<file path="src/rtl/mem_arb_if.sv">
// mem_arb_if -- bundles the fetch port, the data port and the single-port RAM
// port of the memory arbiter.
//
// Parameters: AW word-address width, DW data width.
// Modports:
//   slave  : arbiter side (takes requests and RAM read data, drives grants,
//            responses and the RAM command).
//   master : environment side (requesters plus RAM model), the mirror image.
// Signals:
//   i_req/i_addr -> i_gnt, i_valid, i_rdata           fetch port
//   d_req/d_we/d_addr/d_wdata -> d_gnt, d_valid, d_rdata  data port
//   m_en/m_we/m_addr/m_wdata -> RAM, m_rdata <- RAM     RAM port
interface mem_arb_if #(
  parameter int AW = 30,
  parameter int DW = 32
);
  logic          i_req;
  logic [AW-1:0] i_addr;
  logic          i_gnt;
  logic          i_valid;
  logic [DW-1:0] i_rdata;

  logic          d_req;
  logic          d_we;
  logic [AW-1:0] d_addr;
  logic [DW-1:0] d_wdata;
  logic          d_gnt;
  logic          d_valid;
  logic [DW-1:0] d_rdata;

  logic          m_en;
  logic          m_we;
  logic [AW-1:0] m_addr;
  logic [DW-1:0] m_wdata;
  logic [DW-1:0] m_rdata;

  modport slave (
    input  i_req, i_addr, d_req, d_we, d_addr, d_wdata, m_rdata,
    output i_gnt, i_valid, i_rdata, d_gnt, d_valid, d_rdata,
    output m_en, m_we, m_addr, m_wdata
  );

  modport master (
    output i_req, i_addr, d_req, d_we, d_addr, d_wdata, m_rdata,
    input  i_gnt, i_valid, i_rdata, d_gnt, d_valid, d_rdata,
    input  m_en, m_we, m_addr, m_wdata
  );
endinterface

</file>
<file path="src/rtl/mem_arb.sv">
// mem_arb -- arbitrates a fetch port and a data port onto one single-port
// synchronous RAM (read data returns one cycle after m_en).
//
// Ports:
//   clock : rising-edge clock for all state
//   reset : asynchronous, active-low reset
//   bus   : mem_arb_if.slave (fetch port, data port, RAM port)
//
// Grants are combinational from the current requests and the registered
// arbitration state; at most one RAM access is issued per cycle. A 3-state
// FSM remembers which port owns the read returning in the next cycle.
//
// Build option: define MEM_ARB_RR_EN for round-robin conflict resolution.
// Without it, data wins conflicts unless the fetch port has waited MAX_WAIT
// cycles, in which case fetch wins.
module mem_arb #(
  parameter int AW       = 30,
  parameter int DW       = 32,
  parameter int MAX_WAIT = 3
) (
  input  logic        clock,
  input  logic        reset,
  mem_arb_if.slave    bus
);

  typedef enum logic [1:0] {
    IDLE   = 2'd0,
    PEND_I = 2'd1,
    PEND_D = 2'd2
  } state_t;

  state_t        state_r;
  logic          i_gnt_s;
  logic          d_gnt_s;
  logic          conflict_s;
  logic          pick_fetch_s;
  logic [AW-1:0] m_addr_s;
  logic [DW-1:0] m_wdata_s;

  assign conflict_s = bus.i_req & bus.d_req;

`ifdef MEM_ARB_RR_EN
  // last_winner_r: 1'b0 = fetch, 1'b1 = data. Before the first conflict
  // after reset there is no previous conflict, so fetch goes first.
  localparam logic LW_FETCH = 1'b0;
  localparam logic LW_DATA  = 1'b1;

  logic last_winner_r;
  logic conflict_seen_r;

  assign pick_fetch_s = ~conflict_seen_r | (last_winner_r == LW_DATA);

  // Round-robin history, updated only on conflict cycles.
  always_ff @(posedge clock or negedge reset) begin
    if (!reset) begin
      last_winner_r   <= LW_FETCH;
      conflict_seen_r <= 1'b0;
    end else if (conflict_s) begin
      last_winner_r   <= i_gnt_s ? LW_FETCH : LW_DATA;
      conflict_seen_r <= 1'b1;
    end else begin
      last_winner_r   <= last_winner_r;
      conflict_seen_r <= conflict_seen_r;
    end
  end
`else
  localparam int WCW = (MAX_WAIT < 1) ? 1 : $clog2(MAX_WAIT + 1);
  localparam logic [WCW-1:0] MAX_WAIT_C = WCW'(MAX_WAIT);

  logic [WCW-1:0] wait_cnt_r;

  assign pick_fetch_s = (wait_cnt_r == MAX_WAIT_C);

  // Fetch starvation counter: counts refused fetch cycles, saturating.
  always_ff @(posedge clock or negedge reset) begin
    if (!reset) begin
      wait_cnt_r <= {WCW{1'b0}};
    end else if (i_gnt_s || !bus.i_req) begin
      wait_cnt_r <= {WCW{1'b0}};
    end else if (wait_cnt_r != MAX_WAIT_C) begin
      wait_cnt_r <= wait_cnt_r + WCW'(1);
    end else begin
      wait_cnt_r <= wait_cnt_r;
    end
  end
`endif

  // Grant selection; nothing is granted while reset is held low.
  always_comb begin
    i_gnt_s = 1'b0;
    d_gnt_s = 1'b0;
    if (!reset) begin
      i_gnt_s = 1'b0;
      d_gnt_s = 1'b0;
    end else if (conflict_s) begin
      if (pick_fetch_s) begin
        i_gnt_s = 1'b1;
      end else begin
        d_gnt_s = 1'b1;
      end
    end else if (bus.i_req) begin
      i_gnt_s = 1'b1;
    end else if (bus.d_req) begin
      d_gnt_s = 1'b1;
    end else begin
      i_gnt_s = 1'b0;
      d_gnt_s = 1'b0;
    end
  end

  // RAM command mux: granted port's address/data, zeros when idle.
  always_comb begin
    m_addr_s  = {AW{1'b0}};
    m_wdata_s = {DW{1'b0}};
    if (i_gnt_s) begin
      m_addr_s = bus.i_addr;
    end else if (d_gnt_s) begin
      m_addr_s  = bus.d_addr;
      m_wdata_s = bus.d_wdata;
    end else begin
      m_addr_s  = {AW{1'b0}};
      m_wdata_s = {DW{1'b0}};
    end
  end

  // Pending-read FSM: the state names the owner of next cycle's m_rdata.
  // A write grant or no grant leaves nothing pending.
  always_ff @(posedge clock or negedge reset) begin
    if (!reset) begin
      state_r <= IDLE;
    end else begin
      case (state_r)
        IDLE, PEND_I, PEND_D: begin
          if (i_gnt_s) begin
            state_r <= PEND_I;
          end else if (d_gnt_s && !bus.d_we) begin
            state_r <= PEND_D;
          end else begin
            state_r <= IDLE;
          end
        end
        default: state_r <= IDLE;
      endcase
    end
  end

  assign bus.i_gnt   = i_gnt_s;
  assign bus.d_gnt   = d_gnt_s;
  assign bus.m_en    = i_gnt_s | d_gnt_s;
  assign bus.m_we    = d_gnt_s & bus.d_we;
  assign bus.m_addr  = m_addr_s;
  assign bus.m_wdata = m_wdata_s;

  assign bus.i_valid = (state_r == PEND_I);
  assign bus.d_valid = (state_r == PEND_D);
  assign bus.i_rdata = (state_r == PEND_I) ? bus.m_rdata : {DW{1'b0}};
  assign bus.d_rdata = (state_r == PEND_D) ? bus.m_rdata : {DW{1'b0}};

endmodule
</file>
<file path="src/flat_wrapper.sv">
// flat-port wrapper written by rule: the top's interface ports become plain ports
module mem_arb_flat 
#(
  parameter int AW       = 30,
  parameter int DW       = 32,
  parameter int MAX_WAIT = 3
)
  (clock, reset, bus_i_req, bus_i_addr, bus_d_req, bus_d_we, bus_d_addr, bus_d_wdata, bus_m_rdata, bus_i_gnt, bus_i_valid, bus_i_rdata, bus_d_gnt, bus_d_valid, bus_d_rdata, bus_m_en, bus_m_we, bus_m_addr, bus_m_wdata);
  mem_arb_if #(.AW(AW), .DW(DW)) bus_i ();
  input  logic clock;
  input  logic reset;
  input wire logic [$bits(bus_i.i_req)-1:0] bus_i_req;
  input wire logic [$bits(bus_i.i_addr)-1:0] bus_i_addr;
  input wire logic [$bits(bus_i.d_req)-1:0] bus_d_req;
  input wire logic [$bits(bus_i.d_we)-1:0] bus_d_we;
  input wire logic [$bits(bus_i.d_addr)-1:0] bus_d_addr;
  input wire logic [$bits(bus_i.d_wdata)-1:0] bus_d_wdata;
  input wire logic [$bits(bus_i.m_rdata)-1:0] bus_m_rdata;
  output wire logic [$bits(bus_i.i_gnt)-1:0] bus_i_gnt;
  output wire logic [$bits(bus_i.i_valid)-1:0] bus_i_valid;
  output wire logic [$bits(bus_i.i_rdata)-1:0] bus_i_rdata;
  output wire logic [$bits(bus_i.d_gnt)-1:0] bus_d_gnt;
  output wire logic [$bits(bus_i.d_valid)-1:0] bus_d_valid;
  output wire logic [$bits(bus_i.d_rdata)-1:0] bus_d_rdata;
  output wire logic [$bits(bus_i.m_en)-1:0] bus_m_en;
  output wire logic [$bits(bus_i.m_we)-1:0] bus_m_we;
  output wire logic [$bits(bus_i.m_addr)-1:0] bus_m_addr;
  output wire logic [$bits(bus_i.m_wdata)-1:0] bus_m_wdata;
  assign bus_i.i_req = bus_i_req;
  assign bus_i.i_addr = bus_i_addr;
  assign bus_i.d_req = bus_d_req;
  assign bus_i.d_we = bus_d_we;
  assign bus_i.d_addr = bus_d_addr;
  assign bus_i.d_wdata = bus_d_wdata;
  assign bus_i.m_rdata = bus_m_rdata;
  assign bus_i_gnt = bus_i.i_gnt;
  assign bus_i_valid = bus_i.i_valid;
  assign bus_i_rdata = bus_i.i_rdata;
  assign bus_d_gnt = bus_i.d_gnt;
  assign bus_d_valid = bus_i.d_valid;
  assign bus_d_rdata = bus_i.d_rdata;
  assign bus_m_en = bus_i.m_en;
  assign bus_m_we = bus_i.m_we;
  assign bus_m_addr = bus_i.m_addr;
  assign bus_m_wdata = bus_i.m_wdata;
  mem_arb #(.AW(AW), .DW(DW), .MAX_WAIT(MAX_WAIT)) u_core (.clock(clock), .reset(reset), .bus(bus_i));
endmodule
</file>
<file path="config.mk">
export PLATFORM = sky130hd
export DESIGN_NAME = mem_arb_flat
export DESIGN_NICKNAME = d
export VERILOG_FILES = /design/src/rtl/mem_arb_if.sv /design/src/rtl/mem_arb.sv /design/src/flat_wrapper.sv
export SDC_FILE = /design/constraint.sdc
export NUM_CORES = 1
export LEC_CHECK = 0
export ABC_AREA = 1
export BUFFER_PORTS_ARGS = -buffer_cell sky130_fd_sc_hd__buf_4
export CAP_MARGIN = 20
export CELL_PAD_IN_SITES_DETAIL_PLACEMENT = 2
export CELL_PAD_IN_SITES_GLOBAL_PLACEMENT = 2
export CORE_ASPECT_RATIO = 1.1
export CORE_MARGIN = 2
export CORE_UTILIZATION = 10
export CTS_CLUSTER_SIZE = 8
export DETAILED_ROUTE_END_ITERATION = 12
export GPL_TIMING_DRIVEN = 0
export HOLD_SLACK_MARGIN = 0.15
export PLACE_DENSITY = 0.95
export SETUP_SLACK_MARGIN = 0.3
export SLEW_MARGIN = 30
export SYNTH_ARGS = -nofsm -noshare
export SYNTH_HDL_FRONTEND = slang
export SYNTH_SLANG_ARGS = --single-unit
export TNS_END_PERCENT = 10
</file>
<file path="constraint.sdc">
create_clock -name clock -period 2.7 [get_ports clock]
set_input_delay 0.135 -clock clock [delete_from_list [all_inputs] [get_ports clock]]
set_output_delay 0.135 -clock clock [all_outputs]
set_load 0.05 [all_outputs]
</file>
==> reports/results.ini, run 1 <==
[run_status]
status = complete, no violations

[power_and_ir_drop]
ir_drop_mv = 0.132
p_comb_share_pct = 71.0
p_leak_nw = 2.36
p_total_mw = 1.06
power.density_nw_per_um2 = 289
p_switching_uw = 529
intPower_uw = 532
p_clk_share_pct = 22.2
swShare_pct = 49.9
power.share.sequential_pct = 6.8

[grt]
grt_max_degree = 11
grt_remaining_overflow = 0
grt_pass1_vias = 3153
grt_pass1_wl_um = 15200
grt_use_total_pct = 12.7
antenna_found_initial = 0

[detailed_routing]
highest_layer = met4
wl_met3_um = 1350
final_antenna_net_count = 0
wl_per_cell_um = 13.7
drc_errors = 0
drtIter0Drc = 65
met2_length_um = 5460
wl_um = 10400
wl_met1_um = 3490
dr.pass1.iters = 4
dr_total_vias = 2934
avgViaCountPerCell = 3.86

[sta]
tightest_slew_ns = 0.239
post-route-min-period_ns = 1.96
setup_ws_ns = 0.735
setup_viol = 0
fmax_ghz = 0.509
finalHoldViolCount = 0
slew_viol_final = 0
skew_ns = 0.00249
rsz0062_at_grt = no
fin_setup_tns_ns = 0
finalCritPeriodShare_pct = 72.8
timing.hold.ws_ns = 0.167
slew_headroom_pct = 84.1

[setup_path]
crit_fanout = 10
cp-start-kind = flop
worstSetupPathType = reg -> out
worst_setup_path_end_kind = primary output
r2r_start = u_core.wait_cnt_r[0]$_DFFE_PN0P_
timing.critical_path.from = u_core.wait_cnt_r[0]$_DFFE_PN0P_
crit_required_ns = 2.57
arrival_ns = 1.83

[cts]
cts_tree = built
clockBufferDepth = 2
path_clk_slew_ns = 0.03
htreeDepth = 1
clock-sinks = 4
cts_root_buf = clkbuf_16
cts_buffers = 3
holdBufCountCts = 1
insertion_delay_ns = 0.23
postCtsResizedCells = 0
cts_setup_buffers = 0

[synth]
ys_warn_count = 0
syn-cell-area_um2 = 1400
ys_types = 17
synth_top_area_share_pct = 27.7
yosys.area.top_type = nand2_1
synthesis.nets = 440
post_synth.cell_area_avg_um2 = 4.51
yosys-top-cells-area = nand2_1, nor2_1, nand3_1, inv_1, dfrtp_1
syn_inst = 309
synth.ff_latch_count = 4
yosysSeqAreaShare_pct = 7.17

[floorplan]
io_pins = 261
die-area_um2 = 14900
die_w_um = 117
design.core.area_um2 = 13700
die_h_um = 128
initial_core_util_pct = 10.2
std_cell_rows = 45

[final_layout]
final_cells = 761
layout_commonest_cell = buf_4
layout-drive-gt1-share_pct = 51.3
n_antenna_cell = 0
area_growth_pct = 163
layout_common_cells = buf_4, nand2_1, nor2_1
n_fill_cell = 1755
finalNetCount = 706

[hold_path]
holdCritPathClass = in -> reg
worstHoldStart = bus_i_req

[place]
pre_cts_ws_ns = 0.929
io_buffers = 260
dp_cells = 757
gp_congestion = 0.727
hpwl_um = 9200

[flow_run]
max-cap-violations = 0

per-layer routing:
metal  track usage [%]  vias up
li1                  -     1426
met1              11.9     1323
met2              26.0      178
met3              4.49        7
met4              2.35        0
met5                 0        -
cell type report:
class | count | area, um2 | share of cell area [%]
repair buffers | 261 | 1960 | 53.5
multi-input cells | 241 | 992 | 27.1
well taps | 188 | 235 | 6.41
inverters | 42 | 158 | 4.30
plain buffers | 22 | 145 | 3.96
flip-flops and latches | 4 | 100 | 2.73
clock buffers | 3 | 75.1 | 2.05
worst max-delay path: stages (launching register included):
cell and delay, ns:
dfrtp_1 0.40, ha_1 0.25, nand2_1 0.09, inv_2 0.05
nor2_4 0.13, inv_2 0.11, buf_2 0.20, nor2_1 0.15
buf_4 0.22
metrics by stage:
step | utilization (%) | instance area [um2]
2_1_floorplan | - | 1400
3_3_place_gp | 26.1 | 3580
3_5_place_dp | 26.1 | 3580
4_1_cts | 26.7 | 3670
5_1_grt | 26.7 | 3670
6_report | 26.7 | 3670
path summary, 6_finish.rpt:
path,to,slack [ns],depth (start not counted)
setup reg to reg,u_core.wait_cnt_r[0]$_DFFE_PN0P_,1.35,7
max in group asynchronous,u_core.state_r[1]$_DFF_PN0_,2.32,2
hold / removal,u_core.wait_cnt_r[0]$_DFFE_PN0P_,0.17,3
min in group asynchronous,u_core.wait_cnt_r[0]$_DFFE_PN0P_,0.27,2
setup / recovery,bus_m_wdata[11],0.74,8
hold reg to reg,u_core.state_r[0]$_DFF_PN0_,0.49,1
cell usage after synthesis:
cell	count
nor2_2	1
inv_1	37
nand3_1	30
a21oi_2	1
ha_1	2
a21oi_1	1
buf_4	4
nand2_1	103
inv_2	5
nor2_4	1
xor2_1	1
buf_6	4
nand2_4	1
dfrtp_1	4
buf_2	14
nor2_1	99
nand3b_1	1
state kept, by name (all words and copies together) (netlist names):
| signal | flops |
|---|---|
| u_core.wait_cnt_r | 2 |
| u_core.state_r | 2 |
cells by family after synthesis:
kind of cell / synth area share [%]
buffers and inverters: 21.7
AOI/OAI and AO/OA: 0.986
adders and majority gates: 1.79
xor gates and xnor gates: 0.628
DFF: 7.18
and+or+nand+nor: 67.7
power groups by stage:
| stage | registers [mW] | clock network, mW | logic, mW |
|---|---|---|---|
| after CTS | 0.0721 | 0.237 | 0.765 |
| after detailed placement | 0.0727 | 0 | 0.762 |
| final | 0.0719 | 0.236 | 0.753 |
| after floorplan | 0.0711 | 0 | 0.438 |
| after global placement | 0.0721 | 0 | 0.748 |
| after global routing | 0.0731 | 0.246 | 0.805 |
Power figures use the tool's default switching activity.
==> run 2: changes to the inputs <==
==> constraint.sdc (replaced) <==
create_clock -name clock -period 1.9 [get_ports clock]
set_input_delay 0.095 -clock clock [delete_from_list [all_inputs] [get_ports clock]]
set_output_delay 0.095 -clock clock [all_outputs]
set_load 0.05 [all_outputs]
==> run 2 against run 1 <==
Against the previous run: clock skew fell by 0.00054 ns; global-route usage rose by 1.1 points; critical path depth rose by 1; worst hold slack improved by 0.081 ns; total power rose by 63%; first-iteration DRC count fell by 51%; setup slack got worse by 0.65 ns; core utilization rose by 6.3 points; flip-flop and latch count did not move; critical endpoint is now bus_m_addr[19].
==> reports/results.ini, run 2 (synthesized netlist as in run 1, its figures left out) <==
[run_status]
status = complete, no violations  ; unchanged

[detailed_routing]
avgViaCountPerCell = 3.96  ; was 3.86
wl_per_cell_um = 15.5  ; was 13.7 um
dr_total_vias = 3103  ; was 2934
dr.pass1.iters = 3  ; was 4
drc_errors = 0  ; unchanged
drtIter0Drc = 32  ; was 65
final_antenna_net_count = 0  ; unchanged
wl_um = 12100  ; was 10400 um

[floorplan]
std_cell_rows = 45  ; unchanged
initial_core_util_pct = 10.2  ; unchanged
die_h_um = 128  ; unchanged
die_w_um = 117  ; unchanged
design.core.area_um2 = 13700  ; unchanged
die-area_um2 = 14900  ; unchanged
io_pins = 261  ; unchanged

[hold_path]
worstHoldPathCells = 5  ; was 3
worstHoldStart = bus_i_req  ; unchanged
holdCritPathClass = in -> reg  ; unchanged
holdPathEnd = u_core.wait_cnt_r[1]$_DFFE_PN0P_  ; was u_core.wait_cnt_r[0]$_DFFE_PN0P_

[setup_path]
reg2regPathDepth = 9  ; was 7
cp-start-kind = flop  ; unchanged
crit_fanout = 5  ; was 10
r2r_slack_ns = 0.52  ; was 1.35 ns
r2r_start = u_core.wait_cnt_r[1]$_DFFE_PN0P_  ; was u_core.wait_cnt_r[0]$_DFFE_PN0P_
r2r_end = u_core.wait_cnt_r[1]$_DFFE_PN0P_  ; was u_core.wait_cnt_r[0]$_DFFE_PN0P_
worstSetupPathType = reg -> out  ; unchanged
crit_required_ns = 1.80  ; was 2.57 ns
worst_setup_path_end_kind = primary output  ; unchanged
arrival_ns = 1.72  ; was 1.83 ns

[place]
placed_area_um2 = 3740  ; was 3580 um2
pre_cts_ws_ns = 0.101  ; was 0.929 ns
gp_congestion = 0.732  ; was 0.727
hpwl_um = 9490  ; was 9200 um
io_buffers = 260  ; unchanged

[final_layout]
layout_common_cells = buf_4, nand2_1, nor2_2  ; was buf_4, nand2_1, nor2_1
top_regs = u_core.state_r: 2 flops, u_core.wait_cnt_r: 2 flops  ; unchanged
n_antenna_cell = 0  ; unchanged
layout-drive-gt1-share_pct = 67.9  ; was 51.3%
multi_input_area_um2 = 1300  ; was 992 um2
finalNetCount = 728  ; was 706
final_cell_area_um2 = 4530  ; was 3670 um2
layout_commonest_cell = buf_4  ; unchanged
n_fill_cell = 1661  ; was 1755
ff_latch_area_um2 = 100  ; unchanged
area_growth_pct = 224  ; was 163%

[grt]
grt_remaining_overflow = 0  ; unchanged
antenna_found_initial = 0  ; unchanged
grt_use_total_pct = 13.9  ; was 12.7%
grt_pass1_vias = 3278  ; was 3153
grt_max_degree = 11  ; unchanged
grt_pass1_wl_um = 16200  ; was 15200 um

[sta]
finalHoldViolCount = 0  ; unchanged
setup_ws_ns = 0.0884  ; was 0.735 ns
setup_viol = 0  ; unchanged
slew_headroom_pct = 79.5  ; was 84.1%
rsz0062_at_grt = yes  ; was no
skew_ns = 0.00195  ; was 0.00249 ns
fmax_ghz = 0.552
slew_viol_final = 0  ; unchanged
finalCritPeriodShare_pct = 95.3
tightest_slew_ns = 0.307  ; was 0.239 ns
fin_setup_tns_ns = 0  ; unchanged
post-route-min-period_ns = 1.81

[power_and_ir_drop]
ir_drop_mv = 0.177  ; was 0.132 mV
p_leak_nw = 2.59  ; was 2.36 nW
power.density_nw_per_um2 = 382  ; was 289 nW/um2

[cts]
path_clk_slew_ns = 0.03  ; about the same
clock-sinks = 4  ; unchanged
insertion_delay_ns = 0.22  ; was 0.23 ns
clockBufferDepth = 2  ; unchanged
cts_root_buf = clkbuf_16  ; unchanged
htreeDepth = 1  ; unchanged
cts_buffers = 3  ; unchanged
cts_tree = built  ; unchanged

[flow_run]
max-cap-violations = 0  ; unchanged

[run 2: power by group]
group	leakage, nW	switching, mW	internal, mW
Combinational	2.50	0.768	0.528
Sequential	0.0530	0.00875	0.0938
Clock	0.0370	0.0618	0.269
[run 2: per-layer routing]
| metal | part of all wire [%] | vias to the layer above | global-route usage [%] |
|---|---|---|---|
| met1 | 32 | 1435 | 12.8 |
| li1 | - | 1476 | - |
| met2 | 56 | 184 | 29.5 |
| met5 | 0 | - | 0 |
| met4 | 1.0 | 0 | 0.969 |
| met3 | 11 | 8 | 4.73 |
[run 2: what timing repair did]
item	CTS	global route
gates resized for setup	56	61
cloned	2	4
pin swaps	5	20
hold endpoints to repair	6	0
endpoints found under the setup margin	95	126
hold buffers	3	0
setup buffers	10	4
[run 2: worst max-delay path by stage]
stage	startpoint	endpoint	slack, ns	depth (start not counted)
after floorplan	u_core.wait_cnt_r[0]$_DFFE_PN0P_	bus_m_wdata[1]	0.14	7
after global placement	u_core.wait_cnt_r[0]$_DFFE_PN0P_	bus_m_wdata[16]	0.16	8
after detailed placement	u_core.wait_cnt_r[0]$_DFFE_PN0P_	bus_m_wdata[4]	0.10	8
after CTS	u_core.wait_cnt_r[1]$_DFFE_PN0P_	bus_m_addr[0]	0.04	9
after global routing	u_core.wait_cnt_r[0]$_DFFE_PN0P_	bus_m_addr[19]	-0.02	9
final	u_core.wait_cnt_r[0]$_DFFE_PN0P_	bus_m_addr[19]	0.09	9
[run 2: worst max-delay path, cell delays in order, from the launching register on]
cell and delay [ns]:
dfrtp_1 0.40, ha_2 0.21, nand2_2 0.06, inv_2 0.04, nor2_4 0.15, buf_6 0.17
clkbuf_16 0.15, nand3_1 0.06, nand2_1 0.10, buf_6 0.16
[run 2: stage by stage]
| stage | cells | power (mW) | hold WS, ns | util [%] |
|---|---|---|---|---|
| final | 783 | 1.73 | 0.248 | 33.0 |
| after global routing | 783 | 1.82 | 0.296 | 33.0 |
| after CTS | 775 | 1.65 | 0.232 | 30.3 |
| after detailed placement | 757 | 1.22 | -0.0890 | 27.2 |
| after global placement | 757 | 1.20 | -0.0907 | 27.2 |
| after floorplan | 309 | 0.758 | -0.201 | - |
[run 2: area by class of cell]
type	count	share of cell area, %
inverter	42	3.54
tap	188	5.20
buffer	22	5.06
sequential	4	2.21
clock buffer	3	1.66
timing repair buffer	283	53.7
multi-input combinational	241	28.7
==> run 3: changes to the inputs <==
--- a/config.mk
+++ b/config.mk
@@ -5,19 +5,18 @@
 export SDC_FILE = /design/constraint.sdc
 export NUM_CORES = 1
 export LEC_CHECK = 0
-export ABC_AREA = 1
 export BUFFER_PORTS_ARGS = -buffer_cell sky130_fd_sc_hd__buf_4
 export CAP_MARGIN = 20
 export CELL_PAD_IN_SITES_DETAIL_PLACEMENT = 2
 export CELL_PAD_IN_SITES_GLOBAL_PLACEMENT = 2
 export CORE_ASPECT_RATIO = 1.1
 export CORE_MARGIN = 2
-export CORE_UTILIZATION = 10
+export CORE_UTILIZATION = 13
 export CTS_CLUSTER_SIZE = 8
 export DETAILED_ROUTE_END_ITERATION = 12
 export GPL_TIMING_DRIVEN = 0
 export HOLD_SLACK_MARGIN = 0.15
-export PLACE_DENSITY = 0.95
+export PLACE_DENSITY = 0.9
 export SETUP_SLACK_MARGIN = 0.3
 export SLEW_MARGIN = 30
 export SYNTH_ARGS = -nofsm -noshare
==> run 3 against run 2 <==
Against the previous run: synthesized area grew 28%; wire length grew 1.7%; count of clock-buffer cells in the layout is the same; core utilization grew 1.2 points; cell count shrank 10%; combinational power grew 7%; sequential power grew 6%; sequential share of layout area is essentially flat; global-route usage grew 1.8 points; worst hold slack lost 0.0071 ns; largest cell class unchanged; largest power group unchanged.
==> reports/results.ini, run 3 <==
[setup_path]
r2r_end = u_core.wait_cnt_r[1]$_DFFE_PN0P_  ; unchanged
cp_top_family = flip-flops  ; was buffers and inverters
r2r_start = u_core.wait_cnt_r[0]$_DFFE_PN0P_  ; was u_core.wait_cnt_r[1]$_DFFE_PN0P_
arrival_ns = 1.65  ; was 1.72 ns
worstSetupPathType = reg -> out  ; unchanged
critPathMostFrequentCell = buf_6  ; unchanged
path_buf_inv = 3  ; was 4
cpMaxStageDelayCell = dfrtp_2  ; was dfrtp_1
worst_setup_path_end_kind = primary output  ; unchanged
critPathMaxStageDelay_ns = 0.44  ; was 0.40 ns
crit_fanout = 7  ; was 5
r2r_slack_ns = 0.60  ; was 0.52 ns
cp-start-kind = flop  ; unchanged
crit_required_ns = 1.80  ; about the same
reg2regPathDepth = 4  ; was 9
crit_chain = ha_4 -> o21ai_4 -> buf_12 -> buf_6 -> and3_1 -> buf_6  ; was ha_2 -> nand2_2 -> inv_2 -> nor2_4 -> buf_6 -> clkbuf_16 -> nand3_1 -> nand2_1 -> buf_6

[final_layout]
n_antenna_cell = 0  ; unchanged
layout-drive-gt1-share_pct = 66.9  ; was 67.9%
layout_commonest_cell = buf_4  ; unchanged
final_cell_area_um2 = 4660  ; was 4530 um2
top_regs = u_core.state_r: 2 flops, u_core.wait_cnt_r: 2 flops  ; unchanged
n_fill_cell = 1564  ; was 1661
finalNetCount = 647  ; was 728
layout_common_cells = buf_4, and2_1, buf_6  ; was buf_4, nand2_1, nor2_2
area_growth_pct = 160  ; was 224%

[synth]
synth_top_area_share_pct = 24.5  ; was 27.7%
ys_types = 28  ; was 17
muxShareOfSynthArea_pct = 0.628  ; was 0%
synth_top_family_by_area = simple AND/OR/NAND/NOR gates  ; unchanged
synth_xor_area_share_pct = 0.489  ; was 0.628%
synth.ff_latch_count = 4  ; unchanged
synthesis.nets = 372  ; was 440
synth-edff-count = 0  ; unchanged
synth_simple_gate_area_share_pct = 45.3  ; was 67.7%
synth_compound_area_share_pct = 30.0  ; was 0.987%
post_synth.cell_area_avg_um2 = 7.43  ; was 4.51 um2
syn-cell-area_um2 = 1790  ; was 1400 um2
syn_inst = 241  ; was 309
postSynth.asyncResetShare_pct = 100  ; unchanged
synthAdderAreaFrac_pct = 1.40  ; was 1.79%
synth.most_common_cell = and2_1  ; was nand2_1
yosys-top-cells-area = o32ai_2, and2_1, and3_1, nand3_1, inv_1  ; was nand2_1, nor2_1, nand3_1, inv_1, dfrtp_1
synth_commonest_cells = and2_1, and3_1, inv_1, nand3_1, o32ai_2  ; was nand2_1, nor2_1, inv_1
synth_ff_type = dfrtp_1  ; unchanged
yosysSeqAreaShare_pct = 5.59  ; was 7.17%
ys_warn_count = 0  ; unchanged
yosys.area.top_type = o32ai_2  ; was nand2_1

[detailed_routing]
dr.pass1.iters = 4  ; was 3
wl_per_cell_um = 17.6  ; was 15.5 um
drtIter0Drc = 48  ; was 32
dr_total_vias = 2950  ; was 3103
avgViaCountPerCell = 4.20  ; was 3.96
wl_um = 12400  ; was 12100 um
drc_errors = 0  ; unchanged
final_antenna_net_count = 0  ; unchanged

[place]
gp_congestion = 0.807  ; was 0.732
hpwl_um = 10300  ; was 9490 um
io_buffers = 259  ; was 260
placed_area_um2 = 4000  ; was 3740 um2

[grt]
antenna_found_initial = 0  ; unchanged
grtUsageMet1_pct = 16.3  ; was 12.8%
grt_most_used_layer = met2  ; unchanged
grt_pass1_wl_um = 18100  ; was 16200 um
grt_remaining_overflow = 0  ; unchanged
gr-usage-met2_pct = 31.3  ; was 29.5%
grt_max_degree = 11  ; unchanged
grt_pass1_vias = 3246  ; was 3278
met3_usage_pct = 2.61  ; was 4.73%
grt_use_total_pct = 15.7  ; was 13.9%

[sta]
finalCritPeriodShare_pct = 92.0  ; was 95.3%
fmax_ghz = 0.572  ; was 0.552 GHz
fin_setup_tns_ns = 0  ; unchanged
finalHoldViolCount = 0  ; unchanged
setup_viol = 0  ; unchanged
post-route-min-period_ns = 1.75  ; was 1.81 ns
slew_viol_final = 0  ; unchanged
tightest_slew_ns = 0.514  ; was 0.307 ns
rsz0062_at_grt = yes  ; unchanged
skew_ns = 0.000232  ; was 0.00195 ns
slew_headroom_pct = 65.7  ; was 79.5%

[floorplan]
die_h_um = 127  ; was 128 um
initial_core_util_pct = 13.1  ; was 10.2%
design.core.area_um2 = 13600  ; was 13700 um2
io_pins = 261  ; unchanged
die-area_um2 = 14700  ; was 14900 um2
die_w_um = 116  ; was 117 um
std_cell_rows = 45  ; unchanged

[cts]
htreeDepth = 1  ; unchanged
path_clk_slew_ns = 0.03  ; about the same
cts_buffers = 3  ; unchanged
cts_tree = built  ; unchanged
cts_root_buf = clkbuf_16  ; unchanged
clock-sinks = 4  ; unchanged
clockBufferDepth = 2  ; unchanged
insertion_delay_ns = 0.23  ; was 0.22 ns

[flow_run]
max-cap-violations = 0  ; unchanged

[power_and_ir_drop]
ir_drop_mv = 0.216  ; was 0.177 mV
power.density_nw_per_um2 = 393  ; was 382 nW/um2
p_leak_nw = 2.43  ; was 2.59 nW

[run_status]
status = complete, no violations  ; unchanged

[hold_path]
holdCritPathClass = in -> async  ; was in -> reg

==> run 3: per-layer routing <==
layer | vias up | share of wire, %
met1 | 1390 | 34
met3 | 15 | 7.6
met2 | 158 | 56
li1 | 1387 | -
met4 | 0 | 2.1
met5 | - | 0
==> run 3: worst max-delay path by stage <==
stage                                                start              end  slack (ns)  cells past startpoint
after floorplan           u_core.wait_cnt_r[0]$_DFFE_PN0P_   bus_m_addr[10]        0.19                      5
after global routing      u_core.wait_cnt_r[0]$_DFFE_PN0P_   bus_m_wdata[3]        0.09                      6
final                     u_core.wait_cnt_r[0]$_DFFE_PN0P_  bus_m_wdata[19]        0.15                      6
after global placement    u_core.wait_cnt_r[0]$_DFFE_PN0P_   bus_m_addr[29]        0.23                      5
after CTS                 u_core.wait_cnt_r[1]$_DFFE_PN0P_   bus_m_addr[21]        0.16                      5
after detailed placement  u_core.wait_cnt_r[0]$_DFFE_PN0P_   bus_m_addr[28]        0.17                      5
==> run 3: layout make-up <==
| class | count | area, um2 | area share (%) |
|---|---|---|---|
| plain buffers | 30 | 251 | 5.40 |
| repair buffers | 270 | 2250 | 48.3 |
| multi-input cells | 177 | 1630 | 35.0 |
| flip-flops and latches | 4 | 103 | 2.20 |
| well taps | 188 | 235 | 5.05 |
| clock buffers | 3 | 75.1 | 1.61 |
| inverters | 30 | 113 | 2.42 |
==> run 3: power breakdown <==
part / total [mW] / internal (mW) / switching (mW)
clock network: 0.336 / 0.269 / 0.0661
logic: 1.39 / 0.583 / 0.806
registers: 0.109 / 0.0951 / 0.0137
total: 1.83 / 0.947 / 0.886
==> run 3: kinds of logic (layout without fill, tap and decap cells) <==
group                      Yosys count  count (layout)
xor gates and xnor gates             1               1
muxes                                1               1
DFF                                  4               4
and+or+nand+nor                    135             135
buffers and inverters               60             333
AOI/OAI and AO/OA                   38              38
adders and majority gates            2               2
==> run 3: timing repair <==
| item | 4_1_cts | 5_1_grt |
|---|---|---|
| endpoints found under the setup margin | 105 | 123 |
| buffers inserted | 5 | 1 |
| resized for setup | 74 | 26 |
| hold endpoints to repair | 7 | 0 |
| hold buffers | 3 | 0 |
| pin swaps | 4 | 2 |
| gates cloned | 2 | 0 |
==> run 3: worst reg2reg max path: stages (launching register included) <==
cell	delay, ns
dfrtp_2	0.41
ha_4	0.18
buf_4	0.14
mux2_2	0.33
o211a_1	0.12
==> run 3: metrics by stage <==
step	hold slack [ns]	power (mW)	utilization [%]	cells	setup slack, ns
finish	0.241	1.83	34.2	702	0.153
global route	0.263	1.92	34.2	702	0.0944
CTS	0.217	1.81	33.1	701	0.160
detailed placement	-0.0999	1.33	29.4	688	0.174
global placement	-0.102	1.30	29.4	688	0.230
floorplan	-0.201	0.847	-	241	0.188
